[src/rtl/tap_pulse_gen.sv]
// TAP cassette image player for the PET: reads a TAP image from RAM byte by byte
// and turns each decoded pulse length into a square wave on the cassette read line.
module tap_pulse_gen #(
   parameter int unsigned HDR_LEN = 20,
   parameter int unsigned VER_OFS = 12
) (
   input  logic        clk,
   input  logic        reset,
   input  logic        ce_1m,
   input  logic        load,
   input  logic [24:0] image_end,
   input  logic        pause,
   output logic        rd,
   output logic [24:0] addr,
   input  logic [7:0]  din,
   input  logic        ready,
   output logic        audio,
   output logic        active
);

   localparam int unsigned AW = 25;
   localparam int unsigned TW = 24;
   localparam logic [AW-1:0] HDR_ADDR = AW'(HDR_LEN);
   localparam logic [AW-1:0] VER_ADDR = AW'(VER_OFS);

   typedef enum logic [1:0] {S_IDLE, S_VER, S_PLAY, S_DONE} state_t;

   state_t        state_q, state_d;
   logic          load_q;
   logic [AW-1:0] img_end_q;
   logic          v1_q;
   logic [TW-1:0] buf_len_q;
   logic          buf_valid_q;
   logic [1:0]    ext_cnt_q;
   logic [15:0]   ext_acc_q;
   logic [TW-1:0] timer_q;
   logic [TW-1:0] lo_len_q;
   logic          running_q;

   logic          load_fall;
   logic          rd_done;
   logic          bytes_left;
   logic          rd_issue;
   logic          play_tick;
   logic          pulse_end;
   logic [TW-1:0] tmr_dec;
   logic [TW-1:0] dec_len;
   logic [TW-1:0] fill_len;
   logic          dec_fill;
   logic [1:0]    ext_cnt_d;
   logic [15:0]   ext_acc_d;

   assign load_fall  = load_q & ~load;
   assign rd_done    = rd & ready;
   assign bytes_left = addr < img_end_q;
   assign play_tick  = ce_1m & ~pause & (state_q == S_PLAY);
   assign pulse_end  = ~running_q | (timer_q == '0);
   assign tmr_dec    = timer_q - TW'(1);

   // Next state; load high overrides everything and parks the player in IDLE
   always_comb begin
      state_d  = state_q;
      rd_issue = 1'b0;
      if (load) begin
         state_d = S_IDLE;
      end else begin
         case (state_q)
            S_IDLE: if (load_fall) state_d = S_VER;
            S_VER: begin
               rd_issue = ~rd & ~pause;
               if (rd_done) state_d = (img_end_q <= HDR_ADDR) ? S_DONE : S_PLAY;
            end
            S_PLAY: begin
               rd_issue = ~rd & ~pause & ~buf_valid_q & bytes_left;
               if (~running_q & ~buf_valid_q & ~rd & ~bytes_left) state_d = S_DONE;
            end
            default: state_d = state_q;
         endcase
      end
   end

   // Byte decoder: plain bytes, v0 zero marker, or three-byte v1 extended length
   always_comb begin
      dec_len   = '0;
      dec_fill  = 1'b0;
      ext_cnt_d = ext_cnt_q;
      ext_acc_d = ext_acc_q;
      if (ext_cnt_q == 2'd0) begin
         if (din != 8'd0) begin
            dec_len  = TW'({din, 3'b000});
            dec_fill = 1'b1;
         end else if (!v1_q) begin
            dec_len  = TW'(2048);
            dec_fill = 1'b1;
         end else begin
            ext_cnt_d = 2'd1;
         end
      end else if (ext_cnt_q == 2'd3) begin
         dec_len   = {din, ext_acc_q};
         dec_fill  = 1'b1;
         ext_cnt_d = 2'd0;
      end else begin
         if (ext_cnt_q == 2'd1) ext_acc_d[7:0]  = din;
         else                   ext_acc_d[15:8] = din;
         ext_cnt_d = ext_cnt_q + 2'd1;
      end
      fill_len = (dec_len < TW'(2)) ? TW'(2) : dec_len;
   end

   always_ff @(posedge clk or posedge reset) begin
      if (reset) begin
         state_q     <= S_IDLE;
         load_q      <= 1'b0;
         img_end_q   <= '0;
         v1_q        <= 1'b0;
         buf_len_q   <= '0;
         buf_valid_q <= 1'b0;
         ext_cnt_q   <= '0;
         ext_acc_q   <= '0;
         timer_q     <= '0;
         lo_len_q    <= '0;
         running_q   <= 1'b0;
         rd          <= 1'b0;
         addr        <= '0;
         audio       <= 1'b0;
         active      <= 1'b0;
      end else begin
         state_q <= state_d;
         load_q  <= load;
         active  <= (state_d == S_VER) || (state_d == S_PLAY);
         if (load) begin
            rd          <= 1'b0;
            audio       <= 1'b0;
            running_q   <= 1'b0;
            buf_valid_q <= 1'b0;
            timer_q     <= '0;
            ext_cnt_q   <= '0;
         end else begin
            if (load_fall) begin
               img_end_q <= image_end;
               addr      <= VER_ADDR;
               v1_q      <= 1'b0;
            end

            if (rd_done)       rd <= 1'b0;
            else if (rd_issue) rd <= 1'b1;

            // Pulse timer: counts down L-1..0, audio high while above the low-phase length
            if (play_tick) begin
               if (pulse_end) begin
                  if (buf_valid_q) begin
                     timer_q     <= buf_len_q - TW'(1);
                     lo_len_q    <= buf_len_q - (buf_len_q >> 1);
                     running_q   <= 1'b1;
                     audio       <= 1'b1;
                     buf_valid_q <= 1'b0;
                  end else begin
                     running_q <= 1'b0;
                     audio     <= 1'b0;
                  end
               end else begin
                  timer_q <= tmr_dec;
                  audio   <= (tmr_dec >= lo_len_q);
               end
            end

            if (rd_done && state_q == S_VER) begin
               v1_q <= din[0];
               addr <= HDR_ADDR;
            end else if (rd_done && state_q == S_PLAY) begin
               addr      <= addr + AW'(1);
               ext_cnt_q <= ext_cnt_d;
               ext_acc_q <= ext_acc_d;
               if (dec_fill) begin
                  buf_len_q   <= fill_len;
                  buf_valid_q <= 1'b1;
               end
            end
         end
      end
   end

endmodule

[config.mk]
export PLATFORM = sky130hd
export DESIGN_NAME = tap_pulse_gen
export DESIGN_NICKNAME = d
export VERILOG_FILES = /design/src/rtl/tap_pulse_gen.sv
export SDC_FILE = /design/constraint.sdc
export NUM_CORES = 1
export LEC_CHECK = 0
export ABC_CLOCK_PERIOD_IN_PS = 15250
export BUFFER_PORTS_ARGS = -buffer_cell sky130_fd_sc_hd__clkbuf_2
export CAP_MARGIN = 15
export CORE_ASPECT_RATIO = 1.5
export CORE_MARGIN = 2
export CORE_UTILIZATION = 32
export CTS_BUF_LIST = sky130_fd_sc_hd__clkbuf_4 sky130_fd_sc_hd__clkbuf_8 sky130_fd_sc_hd__clkbuf_16
export CTS_CLUSTER_SIZE = 8
export DETAILED_ROUTE_END_ITERATION = 10
export PLACE_DENSITY_LB_ADDON = 0.2
export SYNTH_ARGS = -nofsm -noshare
export SYNTH_HDL_FRONTEND = slang
export SYNTH_SLANG_ARGS = --single-unit
[constraint.sdc]
create_clock -name clk -period 15.25 [get_ports clk]
set_input_delay 3.05 -clock clk [delete_from_list [all_inputs] [get_ports clk]]
set_output_delay 3.05 -clock clk [all_outputs]
set_load 0.005 [all_outputs]
Word-level counts from Yosys, hierarchy flattened

Cells that the tools add are included.
W data, S select, Z words.

Register bits: 149
Input port bits: 39
Output and inout port bits: 28
Logic and storage cells: 128

Add/subtract/negate cells: 5
$lt $le $gt $ge: 4
Equal/unequal tests: 10
Muxes and demuxes: 49
Bitwise gates (word level): 21
Reductions and logical operators: 23

Operators with widths:

| kind                    | count |
|---|---|
| $mux W24                | 7 |
| $mux W25                | 3 |
| $sub A24 B1 Y24 const B | 2 |
| $add A25 B1 Y25 const B | 1 |
| $le A25 B5 Y1 const B   | 1 |
| $lt A25 B25 Y1          | 1 |
| $ge A24 B24 Y1          | 1 |
| $logic_not A24 Y1       | 1 |
| $lt A24 B2 Y1 const B   | 1 |
| $mux W1                 | 24 |
| $mux W12                | 2 |
| $sub A24 B23 Y24        | 1 |
| $mux W2                 | 11 |
| $reduce_and A4 Y1       | 3 |
| $reduce_and A6 Y1       | 2 |
| $and A1 B1 Y1           | 10 |
| $not A1 Y1              | 10 |
| $reduce_and A2 Y1       | 5 |
| $ne A3 B3 Y1 const B    | 3 |
| $reduce_bool A2 Y1      | 4 |
| $reduce_bool A8 Y1      | 1 |
| $eq A2 B1 Y1 const B    | 3 |
| $eq A2 B2 Y1 const B    | 3 |
| $pmux W2 S3             | 1 |
| other kinds (8)         | 11 |

Logic depth before layout (Yosys ltp)

Gate-level depths: netlist (run 1).

Word-level depth: 9
Mapped depth: 15
Mapped depth without buffers: 15

Least setup slack after synthesis (run 1)

No wires, ideal clock.

Kind: input port to flip-flop
Start point: input port din[3]
End point: register buf_len_q[0]
Library setup time: 66 ps
Data arrival time: 4652 ps
Required time: 15184 ps
Slack: 10531 ps
Stages on the path: 7
Buffers on the path: 1
Cells stage by stage: or4_1 > nor2_1 > a32oi_1 > nand2_1 > o211a_1 > buf_1 > a22o_1

Cells in the longest elaborated chain, start to end: 5
Elaborated cells between the ends (all ways): 9
Those cells by class: order compare (1); mux (6); reduce/logical (2)

RTL lines:

| what                   | line | text |
|---|---|---|
| start: declaration     | 15   | `input logic [7:0] din,` |
| $reduce_bool A8 Y1     | 89   | `if (din != 8'd0) begin` |
| $mux W12               | 89   |  |
| $mux W24               | 88   | `if (ext_cnt_q == 2'd0) begin` |
| $lt A24 B2 Y1          | 107  | `fill_len = (dec_len < TW'(2)) ? TW'(2) : dec_len;` |
| $mux W24               | 107  |  |
| end signal: assignment | 175  | `buf_len_q <= fill_len;` |
| end: declaration       | 32   | `logic [TW-1:0] buf_len_q;` |

Several ways; a longest one is shown, not always the timed one.
A chain may end at the register's enable or synchronous reset.

Final worst setup path (run 1)

Start point: input port load
End point: register addr[18]

Cells in the longest elaborated chain, start to end: 4

RTL lines:

| what                                   | line | text |
|---|---|---|
| start: declaration                     | 10   | `input logic load,` |
| $not A1 Y1 (no source line) (*)        | n/a  |  |
| $and A1 B1 Y1                          | 53   | `assign load_fall = load_q & ~load;` |
| $reduce_bool A3 Y1 (no source line)    | n/a  |  |
| $reduce_and A2 Y1 (no source line) (*) | n/a  |  |
| end signal: assignment                 | 171  | `addr <= addr + AW'(1);` |
| end: declaration                       | 14   | `output logic [24:0] addr,` |

Every way passes the cells marked *; elsewhere a longest branch is shown, timed or not.

==> impl_metrics.ini, run 1 <==
[yosys]
ys_ff_latch = 149
synthTopCellsByArea = dfrtp_1 (38%), ha_1 (13%), xnor2_1 (5.2%)
synth_flop_cell = dfrtp_1
synth_cells = 1118
avgSynthCellArea_sq_um = 8.871
yosysTopAreaCell = dfrtp_1
synth_top_cell_area_share = 0.3759
synth_edf_count = 0
syn_area_sq_mm = 0.009918
synthArstFlopShare = 1.000
ys_seq_area_frac = 0.3759
yosys_warnings = 0
syn_nets = 1263
ys_types = 65

[worst_setup_path]
cp_max_fo = 41
cpMaxStageDelayCell = nor4_1
cpLargestDelayFamily = simple AND/OR/NAND/NOR gates
r2r_end = audio$_DFFE_PP0P_
startpoint = load
critPathLaunchType = input port
r2r_start = timer_q[2]$_DFFE_PP0P_
cp.required_ns = 15.57
crit_type = in2reg
critPathCaptureType = flip-flop
path_buf_inv = 2
crit_chain = clkbuf_2 > o21bai_1 > buf_4 > nor4_1 > and2_1 > nand4_1 > xor2_1 > nor2_1
cp_slowest_stage_delay_ns = 0.59
rr_worst_depth = 15
rrSetupSlack_ns = 11.55
arrival_ns = 5.32

[placed_design]
place_hpwl_um = 21910
dp_cells = 1559
gp_congestion = 0.8109
numPortBuffers = 66

[sta]
worst_pin_slew_ns = 0.9914
finalCriticalPeriod_ns = 5.008
hold_viol = 0
rsz0062_at_grt = false
setup_violations = 0
fin_tns_setup_ns = 0
skew_ns = 0.01277
fmax_ghz = 0.1997
final-max-slew-violation-count = 0
fin_crit_sh = 0.3284
relSlewSlack = 0.3391

[pwr]
finalPower_uw = 904.8
pwr-share-clk = 0.489
power_leakage_nw = 5.114
combPwrFrac = 0.058
peakVddDrop_mv = 0.08219
p_per_area_mw_per_mm2 = 80.20
pwr-share-seq = 0.453
p_sw_uw = 235.3
p_int_uw = 669.5
swShare = 0.2601

[drt]
drc = 0
firstDrtPassIters = 4
dr.first_iter.drc_count = 371
wl_um = 28140
via_per_inst = 5.068
antenna_left = 0
wl_per_cell_um = 17.67
vias = 8068

[min_path]
min_from = lo_len_q[19]$_DFFE_PP0P_
whs_endpoint = lo_len_q[19]$_DFFE_PP0P_
worstHoldPathCells = 2
hp-class = reg2reg

[die]
initial_core_util = 0.3226
die_y_um = 219.6
io_pins = 67
fp.dieArea_sq_mm = 0.03245
die_x_um = 147.7
design.core.area_sq_mm = 0.03074
placementRows = 79

[grt]
grt_pass1_wl_um = 45680
antenna_found_initial = 0
grt_usage = 0.1822
grt.overflow.total = 0
grt_max_degree = 86
grt_pass1_vias = 8240

[layout]
layout-drive-gt1-share = 0.1171
final_common_cell = dfrtp_1
fin_cells = 1592
seqCellArea_sq_mm = 0.003729
area_delta_synth_final_pct = 13.75
multiInputGateArea_sq_mm = 0.005630
fill_cells = 3178
fin_nets = 1319
most-common-layout-cells = dfrtp_1 (149), nand2_1 (125), ha_1 (105), inv_1 (104), a21oi_1 (84)
n_antenna_cell = 0

[cts]
cts_setup_buffers = 0
cts_resized = 0
clock-sinks = 149
cts_root_buf = clkbuf_16
cts_buffer_depth = 2
numCtsBuffers = 17
insertion_delay_ns = 0.45
cts_tree = yes
path_clk_slew_ns = 0.07
ctsHoldBuffers = 0
htree_levels = 4

[outcome]
status = finished, final reports clean

[run]
cap_viol_max_count = 0
worst min-delay path, stage by stage (launching register included):
cell and delay [ns]:
dfrtp_1 0.34, nand2_1 0.05, o21ai_1 0.06
metrics by stage:
step	util	worst slack, ns	hold slack [ns]	cell area [sq um]
detailed placement	0.3469	9.732	0.4761	10660
floorplan	-	8.192	0.4544	9918
global route	0.3670	10.03	0.5211	11280
CTS	0.3666	10.16	0.4910	11270
finish	0.3670	10.24	0.4829	11280
global placement	0.3469	9.763	0.4702	10660
worst max-delay path by stage:
stage               cells past startpoint                    to  slack [ns]
floorplan                               1      active$_DFF_PP0_        8.19
global placement                        8  addr[18]$_DFFE_PP0P_        9.76
detailed placement                      8  addr[18]$_DFFE_PP0P_        9.73
CTS                                     8  addr[18]$_DFFE_PP0P_       10.16
global route                            8  addr[18]$_DFFE_PP0P_       10.03
finish                                  8  addr[18]$_DFFE_PP0P_       10.24
cell type report:
class / count / area share
Clock buffer: 17 / 0.03771
Clock inverter: 15 / 0.01619
Inverter: 105 / 0.03538
Multi-Input combinational cell: 825 / 0.4991
Sequential cell: 149 / 0.3305
Tap cell: 405 / 0.04492
Timing Repair Buffer: 76 / 0.03626
routing by layer:
layer  global-route usage  vias up  wire [um]
met3              0.02816       31        651
met1               0.1954     3910      11070
li1                     -     4019          -
met2               0.3612      108      15920
met4              0.05513        0        493
met5                    0        -          0
registers in the layout, indices dropped and copies added (netlist names):
register and count:
active 1, addr 25, audio 1, buf_len_q 24
buf_valid_q 1, ext_acc_q 16, ext_cnt_q 2, img_end_q 25
lo_len_q 24, load_q 1, rd 1, running_q 1
state_q 2, timer_q 24, v1_q 1
power by group through the flow:
| stage | Combinational, mW | Clock [mW] | Sequential [mW] |
|---|---|---|---|
| floorplan | 0.0328 | 0 | 0.416 |
| global placement | 0.0530 | 0 | 0.417 |
| detailed placement | 0.0535 | 0 | 0.417 |
| CTS | 0.0538 | 0.450 | 0.410 |
| global route | 0.0607 | 0.469 | 0.411 |
| finish | 0.0524 | 0.443 | 0.410 |
synth_stat cells, drive strengths merged, types with 9 or more instances:
library cell  instances
o211ai               20
nand4                12
a21oi                90
a22o                 14
mux2                 17
xor2                 23
nand2               125
nor2                 82
xnor2                59
a221oi               10
o31ai                 9
nor4                 17
and3                 13
a21o                 10
nor3                 18
ha                  105
clkbuf               29
nand3                27
o21ai                81
buf                  10
dfrtp               149
nor2b                12
inv                 105
logic make-up (layout without fill, tap and decap cells):
kind of cell,after synthesis,after routing,synth area share
AND/OR/NAND/NOR,342,342,0.1649
buffers and inverters,144,213,0.05752
flip-flops,149,149,0.3759
adder cells (fa/ha/maj),106,106,0.1345
AO/OA/AOI/OAI,276,276,0.1731
multiplexers,19,19,0.02170
XOR/XNOR,82,82,0.07241
No activity file was read; power rests on OpenSTA's default activity.
==> inputs of run 2 (changes only) <==
Settings changed: ABC_AREA set to 1, ABC_CLOCK_PERIOD_IN_PS 15250 to 4400.
Clock period 15.25 ns to 4.4 ns, I/O delays scaled along.
==> impl_metrics.ini, run 2 <==
[outcome]
status = finished, final reports clean

[worst_setup_path]
r2r_end = audio$_DFFE_PP0P_
arrival_ns = 3.46
path_common_cell = nand2_1
rr_worst_depth = 16
crit_type = reg2reg
cp_max_fo = 4
critPathCaptureType = flip-flop
r2r_start = timer_q[2]$_DFFE_PP0P_
crit_chain = inv_1 > nand2_1 > nor2_1 > nand2_1 > nor2_1 > nand4_1 > xor2_1 > inv_1 > ha_1 > a21oi_1 > o21ai_0 > a21oi_1 > o21a_1 > o211ai_1 > o21ai_0 > nand2_1
critPathLaunchType = flip-flop
cpMaxStageDelayCell = dfrtp_1
cp.required_ns = 4.73
cp_slowest_stage_delay_ns = 0.41
rrSetupSlack_ns = 1.27

[die]
placementRows = 82
die_y_um = 228.0
fp.dieArea_sq_mm = 0.03495
design.core.area_sq_mm = 0.03314
die_x_um = 153.3
initial_core_util = 0.3229
io_pins = 67

[drt]
dr.first_iter.drc_count = 439
antenna_left = 0
via_per_inst = 4.939
firstDrtPassIters = 5
vias = 9586
wl_um = 33650
wl_per_cell_um = 17.34
drc = 0

[pwr]
power_leakage_nw = 6.111
peakVddDrop_mv = 0.2850
p_per_area_mw_per_mm2 = 279.0

[sta]
fin_crit_sh = 0.7119
final-max-slew-violation-count = 0
hold_viol = 0
finalCriticalPeriod_ns = 3.133
relSlewSlack = 0.5393
setup_violations = 0
fmax_ghz = 0.3192
rsz0062_at_grt = false
fin_tns_setup_ns = 0
skew_ns = 0.007425
worst_pin_slew_ns = 0.6838

[yosys]
avgSynthCellArea_sq_um = 7.401
yosys_warnings = 0
synth_top_cell_area_share = 0.3484
ys_types = 48
synth_most_common_cell = nand2_1
syn_nets = 1591
yosys-top-cells-count = nand2_1 (272), inv_1 (216), o21ai_0 (161)
synth_edf_count = 0
syn_area_sq_mm = 0.01070
ys_seq_area_frac = 0.3484
synth_flop_cell = dfrtp_1
synth_cells = 1446
synthArstFlopShare = 1.000
yosysTopAreaCell = dfrtp_1
synthTopCellsByArea = dfrtp_1 (35%), ha_1 (12%), nand2_1 (9.5%)
ys_ff_latch = 149

[cts]
cts_tree = yes
ctsHoldBuffers = 0
insertion_delay_ns = 0.45
cts_root_buf = clkbuf_16
htree_levels = 4
cts_buffer_depth = 2
cts_setup_buffers = 0
path_clk_slew_ns = 0.06
numCtsBuffers = 17
cts_resized = 0
clock-sinks = 149

[grt]
antenna_found_initial = 0
met2_usage = 0.3841
top_usage_layer = met2
grt_pass1_wl_um = 54000
grt_pass1_vias = 10060
grtUsageMet3 = 0.02413
grt_max_degree = 106
grt.overflow.total = 0
grt_usage = 0.1992
use_met1 = 0.2039

[placed_design]
numPortBuffers = 66
dp_cells = 1910
place_hpwl_um = 27200
place_area_sq_mm = 0.01144
gp_congestion = 0.9123

[layout]
final_common_cell = nand2_1
area_delta_synth_final_pct = 12.38
n_antenna_cell = 0
final_core_util = 0.3629
layout-drive-gt1-share = 0.09862
most-common-layout-cells = nand2_1 (272), inv_1 (215), o21ai_0 (161), dfrtp_1 (149), nor2_1 (139)
reg.largest.list = addr x25, img_end_q x25
fin_cells = 1941
fin_area_sq_mm = 0.01203
fin_nets = 1654

[min_path]
hp-class = in2async

[run]
cap_viol_max_count = 0
==> run 2: cell types whose count changed after synthesis, moves of 14 or more <==
cell	change
nand2_1	+147
o21ai_0	+97
mux2_2	-16
nand3_1	+53
xnor2_1	-56
nand4_1	+17
nor2_1	+57
a22o_1	-14
clkbuf_1	-21
inv_1	+111
==> run 2: final cells by class <==
class / instances / area (sq um)
inverter: 226 / 857.1
timing repair buffer: 72 / 387.9
fill: 3555 / 21110
clock buffer: 20 / 454.2
clock inverter: 11 / 127.6
tap: 420 / 525.5
sequential: 149 / 3729
multi-input combinational: 1043 / 5946
==> run 2: through the flow <==
stage	hold WS [ns]	setup slack [ns]	total power [mW]
after detailed placement	0.4776	1.255	1.907
after CTS	0.4190	1.213	3.402
after floorplan	0.4459	1.645	1.760
after global routing	0.4586	0.9529	3.522
final	0.4252	1.267	3.356
after global placement	0.4703	1.278	1.903
==> run 2: per-layer routing <==
| metal | vias up | part of all wire | wire length (um) |
|---|---|---|---|
| li1 | 4872 | - | - |
| met1 | 4462 | 0.38 | 12670 |
| met2 | 166 | 0.55 | 18480 |
| met3 | 86 | 0.020 | 678 |
| met4 | 0 | 0.054 | 1818 |
| met5 | - | 0 | 0 |
==> run 2: worst max path at each step <==
stage | startpoint | endpoint | cells past startpoint
after floorplan | reset | active$_DFF_PP0_ | 1
after global placement | timer_q[2]$_DFFE_PP0P_ | audio$_DFFE_PP0P_ | 16
after detailed placement | timer_q[2]$_DFFE_PP0P_ | audio$_DFFE_PP0P_ | 16
after CTS | timer_q[2]$_DFFE_PP0P_ | audio$_DFFE_PP0P_ | 16
after global routing | timer_q[1]$_DFFE_PP0P_ | audio$_DFFE_PP0P_ | 16
final | timer_q[2]$_DFFE_PP0P_ | audio$_DFFE_PP0P_ | 16
==> run 2: logic make-up (layout without fill, tap and decap cells) <==
kind of cell,Yosys count,in the layout,share of synthesized area
simple gates,592,592,0.2469
compound gates,307,307,0.1529
buf+inv,254,329,0.09599
flops,149,149,0.3484
fa+ha+maj,106,106,0.1246
xor+xnor,38,38,0.03110
==> run 2: worst max-delay path, delay by kind of cell, from the launching register on <==
family,cells,cell delay [ns]
AO/OA/AOI/OAI,6,0.93
XOR/XNOR,1,0.17
adder cells (fa/ha/maj),1,0.31
buffers and inverters,2,0.15
flip-flops,1,0.41
AND/OR/NAND/NOR,6,1.04
==> run 2: power breakdown <==
group,internal (mW),leakage [nW],switching [mW]
clock network,0.860,0.280,0.616
logic,0.137,4.00,0.296
registers,1.42,1.83,0.0291
